File: config.mk
export PLATFORM = sky130hd
export DESIGN_NAME = zl_fifo_wr_arb
export DESIGN_NICKNAME = d
export VERILOG_FILES = /design/src/rtl/zl_fifo_wr_arb.sv
export SDC_FILE = /design/constraint.sdc
export NUM_CORES = 1
export LEC_CHECK = 0
export BUFFER_PORTS_ARGS = -buffer_cell sky130_fd_sc_hd__buf_2
export CAP_MARGIN = 5
export CORE_MARGIN = 4
export CORE_UTILIZATION = 49
export CTS_BUF_LIST = sky130_fd_sc_hd__clkbuf_2
export DETAILED_ROUTE_END_ITERATION = 12
export HOLD_SLACK_MARGIN = 0.12
export MAX_ROUTING_LAYER = met4
export PLACE_DENSITY = 0.8
export SKIP_LAST_GASP = 1
export SYNTH_ARGS = -nofsm -noshare
export SYNTH_HDL_FRONTEND = slang
export SYNTH_SLANG_ARGS = --single-unit
File: constraint.sdc
create_clock -name clk -period 2.65 [get_ports clk]
set_input_delay 0.53 -clock clk [delete_from_list [all_inputs] [get_ports clk]]
set_output_delay 0.53 -clock clk [all_outputs]
set_load 0.01 [all_outputs]
File: src/rtl/zl_fifo_wr_arb.sv
// Round-robin arbiter that shares one FIFO write port among several req/ack
// producers, holding each grant for a burst of up to Burst_len beats.
module zl_fifo_wr_arb #(
  parameter int Data_width  = 8,
  parameter int Num_inputs  = 4,
  parameter int Sel_width   = 2,
  parameter int Burst_len   = 16,
  parameter int Burst_width = 5
) (
  input  logic                             clk,
  input  logic                             rst,
  input  logic [Num_inputs-1:0]            in_req,
  output logic [Num_inputs-1:0]            in_ack,
  input  logic [Num_inputs*Data_width-1:0] in_data,
  output logic                             out_req,
  input  logic                             out_ack,
  output logic [Data_width-1:0]            out_data,
  output logic [Sel_width-1:0]             out_sel,
  output logic                             busy
);

  typedef enum logic {IDLE, GRANT} state_t;

  state_t                 r_state, w_stateNext;
  logic [Sel_width-1:0]   r_gnt, w_gntNext;
  logic [Sel_width-1:0]   r_last, w_lastNext;
  logic [Burst_width-1:0] r_cnt, w_cntNext;
  logic                   w_xfer;
  logic                   w_release;
  logic [Sel_width:0]     w_pickIdle;
  logic [Sel_width:0]     w_pickGrant;

  // Returns {found, index} of the first request after 'from', wrapping around.
  function automatic logic [Sel_width:0] pick(input logic [Num_inputs-1:0] req,
                                              input logic [Sel_width-1:0]  from);
    logic [Sel_width:0]   res;
    logic [Sel_width-1:0] idx;
    res = '0;
    for (int i = Num_inputs; i >= 1; i--) begin
      idx = Sel_width'((int'(from) + i) % Num_inputs);
      if (req[idx]) res = {1'b1, idx};
    end
    return res;
  endfunction

  assign w_pickIdle  = pick(in_req, r_last);
  assign w_pickGrant = pick(in_req, r_gnt);
  assign w_xfer      = (r_state == GRANT) && in_req[r_gnt] && out_ack;
  assign w_release   = (r_state == GRANT) &&
                       ((w_xfer && (r_cnt == Burst_width'(Burst_len - 1))) ||
                        !in_req[r_gnt]);

  always_ff @(posedge clk) begin
    if (rst) begin
      r_state <= IDLE;
      r_gnt   <= '0;
      r_last  <= Sel_width'(Num_inputs - 1);
      r_cnt   <= '0;
    end else begin
      r_state <= w_stateNext;
      r_gnt   <= w_gntNext;
      r_last  <= w_lastNext;
      r_cnt   <= w_cntNext;
    end
  end

  // A release re-picks in the same cycle so the next burst starts without a bubble.
  always_comb begin
    w_stateNext = r_state;
    w_gntNext   = r_gnt;
    w_lastNext  = r_last;
    w_cntNext   = r_cnt;
    case (r_state)
      IDLE: begin
        if (w_pickIdle[Sel_width]) begin
          w_stateNext = GRANT;
          w_gntNext   = w_pickIdle[Sel_width-1:0];
          w_lastNext  = w_pickIdle[Sel_width-1:0];
          w_cntNext   = '0;
        end
      end
      GRANT: begin
        if (w_release) begin
          if (w_pickGrant[Sel_width]) begin
            w_gntNext  = w_pickGrant[Sel_width-1:0];
            w_lastNext = w_pickGrant[Sel_width-1:0];
            w_cntNext  = '0;
          end else begin
            w_stateNext = IDLE;
          end
        end else if (w_xfer) begin
          w_cntNext = r_cnt + 1'b1;
        end
      end
      default: w_stateNext = IDLE;
    endcase
  end

  always_comb begin
    out_req  = 1'b0;
    out_data = '0;
    out_sel  = '0;
    busy     = 1'b0;
    in_ack   = '0;
    if (r_state == GRANT) begin
      out_req = in_req[r_gnt];
      out_sel = r_gnt;
      busy    = 1'b1;
      for (int i = 0; i < Num_inputs; i++) begin
        if (Sel_width'(i) == r_gnt) begin
          out_data  = in_data[i*Data_width +: Data_width];
          in_ack[i] = out_ack && in_req[i];
        end
      end
    end
  end

endmodule

Word level (Yosys, flattened, before mapping). Index checks and enable logic that the tools add are counted.

$add $sub $neg: 9. Magnitude comparators: 9. Eq/ne operators: 9. Mux-type cells: 52. Bitwise operators: 1. Reductions and logical operators: 13.

Operators with widths (count): $mux W8 (5); $lt A2 B3 Y1 const B (9); $mux W3 (8); $mux W5 (4); $bmux W1 S2 (9); $mux W1 (18); $pmux W5 S2 (1); $add A2 B1 Y2 const B (4); $add A2 B2 Y2 const B (4); $logic_and A1 B1 Y1 (8); $mux W2 (4); $reduce_and A3 Y1 (2); $add A5 B1 Y5 const B (1); $eq A5 B4 Y1 const B (1); $eq A2 B2 Y1 const A (2); $mux W4 (1); $ne A2 B1 Y1 const B (2); $pmux W2 S2 (1); $ne A3 B1 Y1 const B (1); $ne A3 B2 Y1 const B (1); $eq A1 B2 Y1 const A (1); $logic_not A2 Y1 (1); $ne A2 B2 Y1 const B (1); $pmux W1 S2 (1); other kinds (3) (3).

Bits in registers: 10. Input bits: 39. Output and inout port bits: 16.

Depth between registers and ports, before layout. Gate-level depths: netlist (run 1).

Depth after elaboration: 10. Depth in mapped cells: 8. Mapped depth without buffers: 7.

Worst setup path after synthesis (run 1). No wires, ideal clock.

Path type: reg-to-output. Start: register r_gnt[0]. End: output out_data[6]. Arrival time: 1.832 ns. Slack: 0.288 ns. Cell stages (with the launch flop): 9. Cell sequence: dfxtp_1 clkbuf_1 inv_1 ha_1 clkbuf_1 clkbuf_1 a221oi_1 a211o_1 a21boi_0.

Word-level cells in the longest chain between the ends: 6.

RTL lines: start, declared (line 25) `logic [Sel_width-1:0] r_gnt, w_gntNext;`; start signal, assigned (line 61) `r_gnt <= w_gntNext;`; $logic_not A2 Y1 (line 110) `if (Sel_width'(i) == r_gnt) begin`; $mux W8 (3 in series) (line 110); $mux W8 * (line 110); $mux W8 * (line 105) `if (r_state == GRANT) begin`; end, declared (line 17) `output logic [Data_width-1:0] out_data,`.

Every way passes the cells marked *; elsewhere a longest branch is shown, timed or not.

Worst setup path in the final report (run 1).
Start: register r_gnt[0]. End: output out_data[0].

The elaborated chain is that of the path after synthesis.

==> impl_metrics.env, run 1 <==
export IMPL_track_usage=0.204
export IMPL_final_setup_tns_ps=0
export IMPL_ys_warn_count=0
export IMPL_slew_headroom=0.587
export IMPL_cts_max_path_buffers=2
export IMPL_drt_wl_total_mm=3.54
export IMPL_p_per_area_mw_per_mm2=466
export IMPL_synthDistinctLibCells=43
export IMPL_die_area_mm2=0.00339
export IMPL_synth_area_per_cell_um2=7.58
export IMPL_fmax_mhz=396
export IMPL_drt_pass1_iter_count=4
export IMPL_synth_edf_count=0
export IMPL_ctsHoldBuffers=0
export IMPL_die_h_um=58.2
export IMPL_htreeDepth=1
export IMPL_finalHoldViolations=0
export IMPL_drt_vias_per_instance=6.10
export IMPL_cts_tree="built"
export IMPL_nFillCells=198
export IMPL_multiInputGateArea_um2=921
export IMPL_rr_startpoint="r_gnt[0]"
export IMPL_core_area_mm2=0.00230
export IMPL_yosysTopAreaCell="dfxtp_1"
export IMPL_die_w_um=58.2
export IMPL_start_util=0.538
export IMPL_seq_area_um2=205
export IMPL_cp_arrival_ps=2000
export IMPL_syn_inst=163
export IMPL_worstHoldPathCells=2
export IMPL_timing_rr_end="r_gnt[0]"
export IMPL_synth_async_reset_ratio=0
export IMPL_status="complete, no violations"
export IMPL_postRouteAntennaNets=0
export IMPL_worst_pin_slew_ps=614
export IMPL_place_port_buffers=54
export IMPL_ys_flop_type="dfxtp_1"
export IMPL_synth_nets=208
export IMPL_dpl_worst_slack_ps=217
export IMPL_drv_cap=0
export IMPL_post_drt_wl_per_cell_um=14.9
export IMPL_startpoint_type="flop"
export IMPL_clkSlewWorstSetupHoldPaths_ps=100
export IMPL_crit_type="flop to output port"
export IMPL_antenna_found_initial=0
export IMPL_ioPinCount=55
export IMPL_fin_skew_ps=2.17
export IMPL_row_count=17
export IMPL_cts_sinks=10
export IMPL_critical_path_required_ps=2120
export IMPL_fin_crit_sh=0.954
export IMPL_vdd_drop_max_uv=323
export IMPL_hp_class="flop to flop"
export IMPL_synth_seq_cells=10
export IMPL_path_max_fanout=10
export IMPL_fin_ws_ps=123
export IMPL_vias=1445
export IMPL_area_growth_pct=24.1
export IMPL_drtIter0Drc=74
export IMPL_grt_max_degree=18
export IMPL_clk_latency_ps=240
export IMPL_min_from="r_cnt[4]"
export IMPL_gp_congestion=0.839
export IMPL_startpoint="r_gnt[0]"
export IMPL_p_leak_nw=0.729
export IMPL_drc_errors=0
export IMPL_diodes=0
export IMPL_synth_area_leaders="dfxtp_1 16%, a21boi_0 6.1%, ha_1 6.1%"
export IMPL_cts_buffers_inserted=3
export IMPL_rrSetupSlack_ps=570
export IMPL_dp_hpwl_mm=2.66
export IMPL_drive_gt1_frac=0.383
export IMPL_synth_top_area_frac=0.162
export IMPL_yosysSeqAreaShare=0.162
export IMPL_syn_cell_area_mm2=0.00123
export IMPL_cts_root_buf="clkbuf_2"
export IMPL_final_nets=255
export IMPL_grt_setup_unrepaired="false"
export IMPL_min_to="r_cnt[4]"
export IMPL_grt_pass1_vias=1329
export IMPL_grt_pass1_wl_mm=5.55
export IMPL_end_kind="output port"
export IMPL_r2r_cells=6
export IMPL_slew_viol_final=0
export IMPL_setup_viol=0
export IMPL_grt_overflow=0
export IMPL_finalCriticalPeriod_ps=2530
## cell usage after synthesis, types with 3 or more instances
cell / n
nor2_1: 4
inv_1: 16
and2_1: 5
nand3b_1: 3
and3_1: 5
a21oi_1: 10
ha_1: 6
o21ai_0: 4
nand2_1: 15
nand3_1: 3
a21boi_0: 10
dfxtp_1: 10
a211o_1: 8
clkbuf_1: 14
a221oi_1: 8
nor2b_1: 6
## worst max-delay path, stage by stage, from the launching register on
cell and delay (ps):
dfxtp_2 400, inv_1 140, ha_2 250, nor2b_2 230
a221oi_1 110, a211o_1 270, a21boi_0 180, buf_2 160
## flip-flops by register name, indices dropped and copies added, names as in the netlist
name	flops
r_cnt	5
r_gnt	2
r_last	2
r_state	1
## worst max path at each step
stage                        endpoint  slack [ps]
after global placement    out_data[2]         300
final                     out_data[0]         120
after CTS                 out_data[4]          50
after global routing      out_data[7]           9
after floorplan           out_data[6]         290
after detailed placement  out_data[0]         220
## where the power goes
group          switching, mW  internal [mW]
Clock                 0.0518         0.0328
Sequential            0.0244          0.167
Combinational          0.227          0.212
## what timing repair did
action	in CTS	in global routing
setup endpoints to repair	8	8
buffers inserted	0	1
resized for setup	3	4
cloned	0	0
## cell families after synthesis
kind of cell	after synthesis	synth area share
flops	10	0.162
compound gates	60	0.392
simple gates	51	0.232
buf+inv	31	0.100
mux	5	0.0527
fa+ha+maj	6	0.0608
## per-layer routing
| layer | track usage | wire length (um) | share of wire | vias to the layer above |
|---|---|---|---|---|
| met5 | - | 0 | 0 | - |
| met4 | 0.0199 | 5 | 0.0014 | 0 |
| met3 | 0.0379 | 358 | 0.10 | 2 |
| met2 | 0.376 | 1720 | 0.49 | 69 |
| met1 | 0.236 | 1450 | 0.41 | 677 |
| li1 | - | - | - | 697 |
## cells in the final DEF (no fill, tap or decap), types with 2 or more instances in the layout
master,instances
buf_2,54
inv_1,16
nand2_1,15
a21boi_0,10
a21oi_1,10
a221oi_1,8
a211o_1,8
dfxtp_1,8
and2_1,5
and3_1,5
nor2b_1,5
o21ai_0,4
nor2_1,4
nand3_1,3
nand3b_1,3
ha_2,3
ha_1,3
clkbuf_2,3
buf_4,3
a31o_2,2
mux2i_1,2
o22ai_1,2
nor3_1,2
o31ai_1,2
o31ai_2,2
mux2_2,2
o2111ai_1,2
a31oi_1,2
## cell type report
type / instances / share of cell area
Multi-Input combinational cell: 122 / 0.601
Sequential cell: 10 / 0.134
Timing Repair Buffer: 57 / 0.191
Inverter: 16 / 0.0392
Clock inverter: 1 / 0.00245
Tap cell: 28 / 0.0229
Clock buffer: 3 / 0.00980
## per-stage QoR
stage	hold slack, ps	util	power (mW)	instance area, um^2	std cells
floorplan	432	-	0.498	1230	163
global placement	440	0.649	0.594	1490	232
detailed placement	446	0.649	0.614	1490	232
CTS	459	0.660	0.702	1520	236
global route	472	0.667	0.770	1530	237
finish	457	0.667	0.715	1530	237
Power figures use the tool's default switching activity.
==> run 2, diff against run 1 <==
--- a/config.mk
+++ b/config.mk
@@ -8,12 +8,12 @@
 export BUFFER_PORTS_ARGS = -buffer_cell sky130_fd_sc_hd__buf_2
 export CAP_MARGIN = 5
 export CORE_MARGIN = 4
-export CORE_UTILIZATION = 49
+export CORE_UTILIZATION = 40
 export CTS_BUF_LIST = sky130_fd_sc_hd__clkbuf_2
 export DETAILED_ROUTE_END_ITERATION = 12
 export HOLD_SLACK_MARGIN = 0.12
 export MAX_ROUTING_LAYER = met4
-export PLACE_DENSITY = 0.8
+export PLACE_DENSITY = 0.67
 export SKIP_LAST_GASP = 1
 export SYNTH_ARGS = -nofsm -noshare
 export SYNTH_HDL_FRONTEND = slang
==> constraint.sdc (replaced) <==
create_clock -name clk -period 2.35 [get_ports clk]
set_input_delay 0.47 -clock clk [delete_from_list [all_inputs] [get_ports clk]]
set_output_delay 0.47 -clock clk [all_outputs]
set_load 0.01 [all_outputs]
==> run 2 against run 1 <==
Global-route usage shrank 1.9 points; worst setup slack lost 88 ps; critical path depth grew 1; wire length grew 3.1%; cell area grew 6.4%; first-iteration DRC count grew 24%; highest routed layer unchanged.
==> impl_metrics.env, run 2 (synthesis results as in run 1) <==
export IMPL_cts_tree="built"
export IMPL_track_usage=0.185
export IMPL_final_cell_mix="54 x buf_2, 15 x nand2_1, 14 x inv_1, 11 x buf_4, 10 x a21oi_1"
export IMPL_die_h_um=63.6
export IMPL_final_setup_tns_ps=0
export IMPL_nFillCells=265
export IMPL_worstHoldPathCells=2
export IMPL_final_common_cell="buf_2"
export IMPL_grt_max_degree=18
export IMPL_place_port_buffers=54
export IMPL_post_drt_wl_per_cell_um=14.7
export IMPL_cts_root_buf="clkbuf_2"
export IMPL_fin_skew_ps=1.95
export IMPL_startpoint_type="flop"
export IMPL_vdd_drop_max_uv=247
export IMPL_cp_arrival_ps=1840
export IMPL_crit_type="flop to output port"
export IMPL_cts_buffers_inserted=3
export IMPL_r2r_cells=6
export IMPL_largest_register="r_cnt"
export IMPL_whs_ps=461
export IMPL_drt_wl_total_mm=3.65
export IMPL_hp_class="flop to flop"
export IMPL_grt_pass1_wl_mm=6.05
export IMPL_area_growth_pct=32.0
export IMPL_stdcell_count=248
export IMPL_dp_cells=242
export IMPL_critical_path_required_ps=1880
export IMPL_clk_latency_ps=250
export IMPL_drv_cap=0
export IMPL_gp_congestion=0.872
export IMPL_cts_max_path_buffers=2
export IMPL_start_util=0.433
export IMPL_worst_pin_slew_ps=455
export IMPL_timing_rr_end="r_gnt[0]"
export IMPL_final_nets=263
export IMPL_setup_viol=0
export IMPL_top_regs="r_cnt: 5 flops, r_gnt: 2 flops, r_last: 2 flops"
export IMPL_fin_area_mm2=0.00163
export IMPL_grt_pass1_vias=1372
export IMPL_clkSlewWorstSetupHoldPaths_ps=110
export IMPL_fin_crit_sh=0.985
export IMPL_drt_vias_per_instance=5.75
export IMPL_end_kind="output port"
export IMPL_status="complete, no violations"
export IMPL_die_w_um=63.6
export IMPL_rr_startpoint="r_gnt[0]"
export IMPL_core_area_mm2=0.00285
export IMPL_min_to="r_cnt[4]"
export IMPL_finalHoldViolations=0
export IMPL_p_total_mw=0.862
export IMPL_row_count=19
export IMPL_drtIter0Drc=92
export IMPL_cts_sinks=10
export IMPL_grt_overflow=0
export IMPL_finalCriticalPeriod_ps=2310
export IMPL_fmax_mhz=432
export IMPL_dp_hpwl_mm=2.75
export IMPL_path_max_fanout=8
export IMPL_drive_gt1_frac=0.424
export IMPL_ioPinCount=55
export IMPL_slew_viol_final=0
export IMPL_place_area_mm2=0.00155
export IMPL_rrSetupSlack_ps=370
export IMPL_min_from="r_cnt[4]"
export IMPL_fin_ws_ps=35.1
export IMPL_diodes=0
export IMPL_antenna_found_initial=0
export IMPL_vias=1427
export IMPL_final_util=0.571
export IMPL_largest_register_ffs=5
export IMPL_postRouteAntennaNets=0
export IMPL_slew_headroom=0.696
export IMPL_drt_pass1_iter_count=4
export IMPL_drc_errors=0
export IMPL_p_leak_nw=0.781
export IMPL_htreeDepth=1
export IMPL_p_per_area_mw_per_mm2=529
export IMPL_die_area_mm2=0.00404
export IMPL_dpl_worst_slack_ps=106
run 2: worst max path at each step:
stage	start	end	slack [ps]	cells after the start
detailed placement	r_gnt[1]	out_data[4]	110	8
global placement	r_gnt[0]	out_data[7]	210	6
finish	r_gnt[1]	out_data[5]	40	8
global route	r_gnt[1]	out_data[2]	-9	7
CTS	r_gnt[1]	out_data[5]	10	8
floorplan	r_gnt[0]	out_data[6]	50	8
run 2: area by class of cell:
class                      instances  area, um^2  area share
timing repair buffer              65         353       0.216
inverter                          16        60.1      0.0368
clock inverter                     1        3.75     0.00230
multi-input combinational        122         955       0.586
tap                               31        38.8      0.0238
clock buffer                       3        15.0     0.00921
sequential                        10         205       0.126
run 2: worst max-delay path: stages, from the launching register on:
cell and delay, ps:
dfxtp_4 370, inv_2 70, ha_4 190, buf_4 170, nor2b_2 120, a221oi_1 80, a211o_1 270, a21boi_0 170
buf_2 160
run 2: repair_timing:
item	CTS	global route
gates resized for setup	7	10
hold buffers	0	0
endpoints found under the setup margin	8	8
pin swaps	0	0
setup buffers	0	2
run 2: routing by layer:
layer	routed length [um]	GRT usage	share of wire	up-vias
met5	0	-	0	-
met4	23	0.0512	0.0063	0
met3	303	0.0426	0.083	4
met2	1760	0.319	0.48	60
met1	1570	0.213	0.43	647
li1	-	-	-	716
run 2: where the power goes:
part / internal, mW / total (mW) / switching [mW]
Clock: 0.0370 / 0.100 / 0.0634
Sequential: 0.188 / 0.214 / 0.0254
Combinational: 0.272 / 0.548 / 0.276
Total: 0.498 / 0.862 / 0.365
==> run 3, diff against run 2 <==
--- a/config.mk
+++ b/config.mk
@@ -9,7 +9,6 @@
 export CAP_MARGIN = 5
 export CORE_MARGIN = 4
 export CORE_UTILIZATION = 40
-export CTS_BUF_LIST = sky130_fd_sc_hd__clkbuf_2
 export DETAILED_ROUTE_END_ITERATION = 12
 export HOLD_SLACK_MARGIN = 0.12
 export MAX_ROUTING_LAYER = met4
==> run 3 against run 2 <==
Total power is 7.8% higher; cell area up 2.1%; fmax shrank 0.11%; clock power increased by 59%; core utilization is 1.2 points higher; critical path type unchanged.
==> impl_metrics.env, run 3 (synthesis results as in run 1) <==
export IMPL_worstPathCellList="inv_2 > ha_4 > buf_4 > nor2b_2 > a221oi_1 > a211o_1 > a21boi_0 > buf_2"
export IMPL_final_nets=265
export IMPL_place_port_buffers=54
export IMPL_startpoint_type="flop"
export IMPL_timing_rr_end="r_gnt[0]"
export IMPL_p_per_area_mw_per_mm2=558
export IMPL_cp_buffers_inverters=3
export IMPL_setup_viol=0
export IMPL_cp_slowest_stage_delay_ps=360
export IMPL_drc_errors=0
export IMPL_grt_max_degree=18
export IMPL_antenna_found_initial=0
export IMPL_area_growth_pct=34.9
export IMPL_final_cell_mix="54 x buf_2, 15 x nand2_1, 14 x inv_1, 13 x buf_4, 10 x a21oi_1"
export IMPL_dp_hpwl_mm=2.75
export IMPL_grt_setup_unrepaired="true"
export IMPL_stdcell_count=250
export IMPL_dp_cells=242
export IMPL_postRouteAntennaNets=0
export IMPL_drive_gt1_frac=0.438
export IMPL_seq_area_um2=205
export IMPL_worstHoldPathCells=2
export IMPL_slew_viol_final=0
export IMPL_die_h_um=63.6
export IMPL_hp_class="flop to flop"
export IMPL_die_w_um=63.6
export IMPL_status="complete, no violations"
export IMPL_crit_type="flop to output port"
export IMPL_fin_skew_ps=2.07
export IMPL_min_from="r_cnt[4]"
export IMPL_rrSetupSlack_ps=420
export IMPL_drv_cap=0
export IMPL_top_regs="r_cnt: 5 flops, r_gnt: 2 flops, r_last: 2 flops"
export IMPL_cts_tree="built"
export IMPL_largest_register="r_cnt"
export IMPL_post_drt_wl_per_cell_um=14.4
export IMPL_finalHoldViolations=0
export IMPL_slew_headroom=0.715
export IMPL_critical_path_required_ps=1880
export IMPL_drtIter0Drc=96
export IMPL_cts_sinks=10
export IMPL_drt_pass1_iter_count=4
export IMPL_clk_latency_ps=270
export IMPL_cts_root_buf="clkbuf_4"
export IMPL_final_common_cell="buf_2"
export IMPL_finalCriticalPeriod_ps=2320
export IMPL_vias=1440
export IMPL_gp_congestion=0.872
export IMPL_rr_startpoint="r_gnt[0]"
export IMPL_grt_overflow=0
export IMPL_min_to="r_cnt[4]"
export IMPL_core_area_mm2=0.00285
export IMPL_diodes=0
export IMPL_htreeDepth=1
export IMPL_p_leak_nw=0.797
export IMPL_multiInputGateArea_um2=957
export IMPL_end_kind="output port"
export IMPL_start_util=0.433
export IMPL_drt_wl_total_mm=3.60
export IMPL_die_area_mm2=0.00404
export IMPL_nFillCells=256
export IMPL_ioPinCount=55
export IMPL_track_usage=0.188
export IMPL_dpl_worst_slack_ps=106
export IMPL_vdd_drop_max_uv=266
export IMPL_drt_vias_per_instance=5.76
export IMPL_largest_register_ffs=5
export IMPL_cp_top_family="compound AO/OA/AOI/OAI gates"
export IMPL_path_max_fanout=7
export IMPL_fin_ws_ps=32.6
export IMPL_fin_crit_sh=0.986
export IMPL_cp_arrival_ps=1850
export IMPL_cts_buffers_inserted=3
export IMPL_grt_pass1_vias=1398
export IMPL_clkSlewWorstSetupHoldPaths_ps=70
export IMPL_crit_slowest_cell="dfxtp_4"
export IMPL_row_count=19
export IMPL_fmax_mhz=432
export IMPL_cts_max_path_buffers=2
export IMPL_worst_pin_slew_ps=426
export IMPL_grt_pass1_wl_mm=6.11
export IMPL_r2r_cells=6
run 3: cell count changes in the layout (fill, tap and decap cells not counted), sizes merged:
cell | before | now
clkbuf | 3 | 4
clkinv | 1 | 0
buf | 65 | 67
run 3: worst reg2reg max path: stages (launching register included):
cell       delay [ps]
dfxtp_2           390
inv_2              80
ha_2              410
mux2_2            350
o221ai_1          170
o2111ai_1         180
a311oi_1          270
run 3: per-stage QoR:
step / setup TNS [ps] / power [mW] / utilization / hold WS, ps / instance area (um^2)
after floorplan: 0 / 0.562 / - / 432 / 1230
after CTS: -1.04 / 0.887 / 0.563 / 455 / 1610
after global placement: 0 / 0.698 / 0.543 / 440 / 1550
after detailed placement: 0 / 0.713 / 0.543 / 445 / 1550
final: 0 / 0.929 / 0.584 / 453 / 1670
after global routing: -10.8 / 0.997 / 0.584 / 474 / 1670
run 3: how the worst max path moves through the flow:
stage	slack [ps]	cells after the start	endpoint	startpoint
after global routing	-5	8	out_data[3]	r_gnt[1]
after CTS	-1	8	out_data[5]	r_gnt[1]
after global placement	210	6	out_data[7]	r_gnt[0]
after floorplan	50	8	out_data[6]	r_gnt[0]
after detailed placement	110	8	out_data[4]	r_gnt[1]
final	30	8	out_data[5]	r_gnt[1]
run 3: cell type report:
cell class / instances / share of cell area
clock buffer: 4 / 0.0218
sequential: 10 / 0.123
inverter: 16 / 0.0361
timing repair buffer: 67 / 0.221
tap: 31 / 0.0233
multi-input combinational: 122 / 0.575
run 3: report_power, final:
group,total (mW),internal [mW],switching [mW]
Sequential,0.213,0.188,0.0250
Combinational,0.557,0.282,0.276
Clock,0.159,0.0941,0.0645
run 3: per-layer routing:
layer	global-route usage	wire length, um
met2	0.323	1710
met3	0.0426	283
met4	0.0674	28
met1	0.212	1580
met5	-	0
run 3: what timing repair did:
item                       CTS  global route
hold buffers                 0             0
setup endpoints to repair    8             8
setup buffers                0             4
hold endpoints to repair     0             0
gates resized for setup      8            10
pin swaps                    0             1
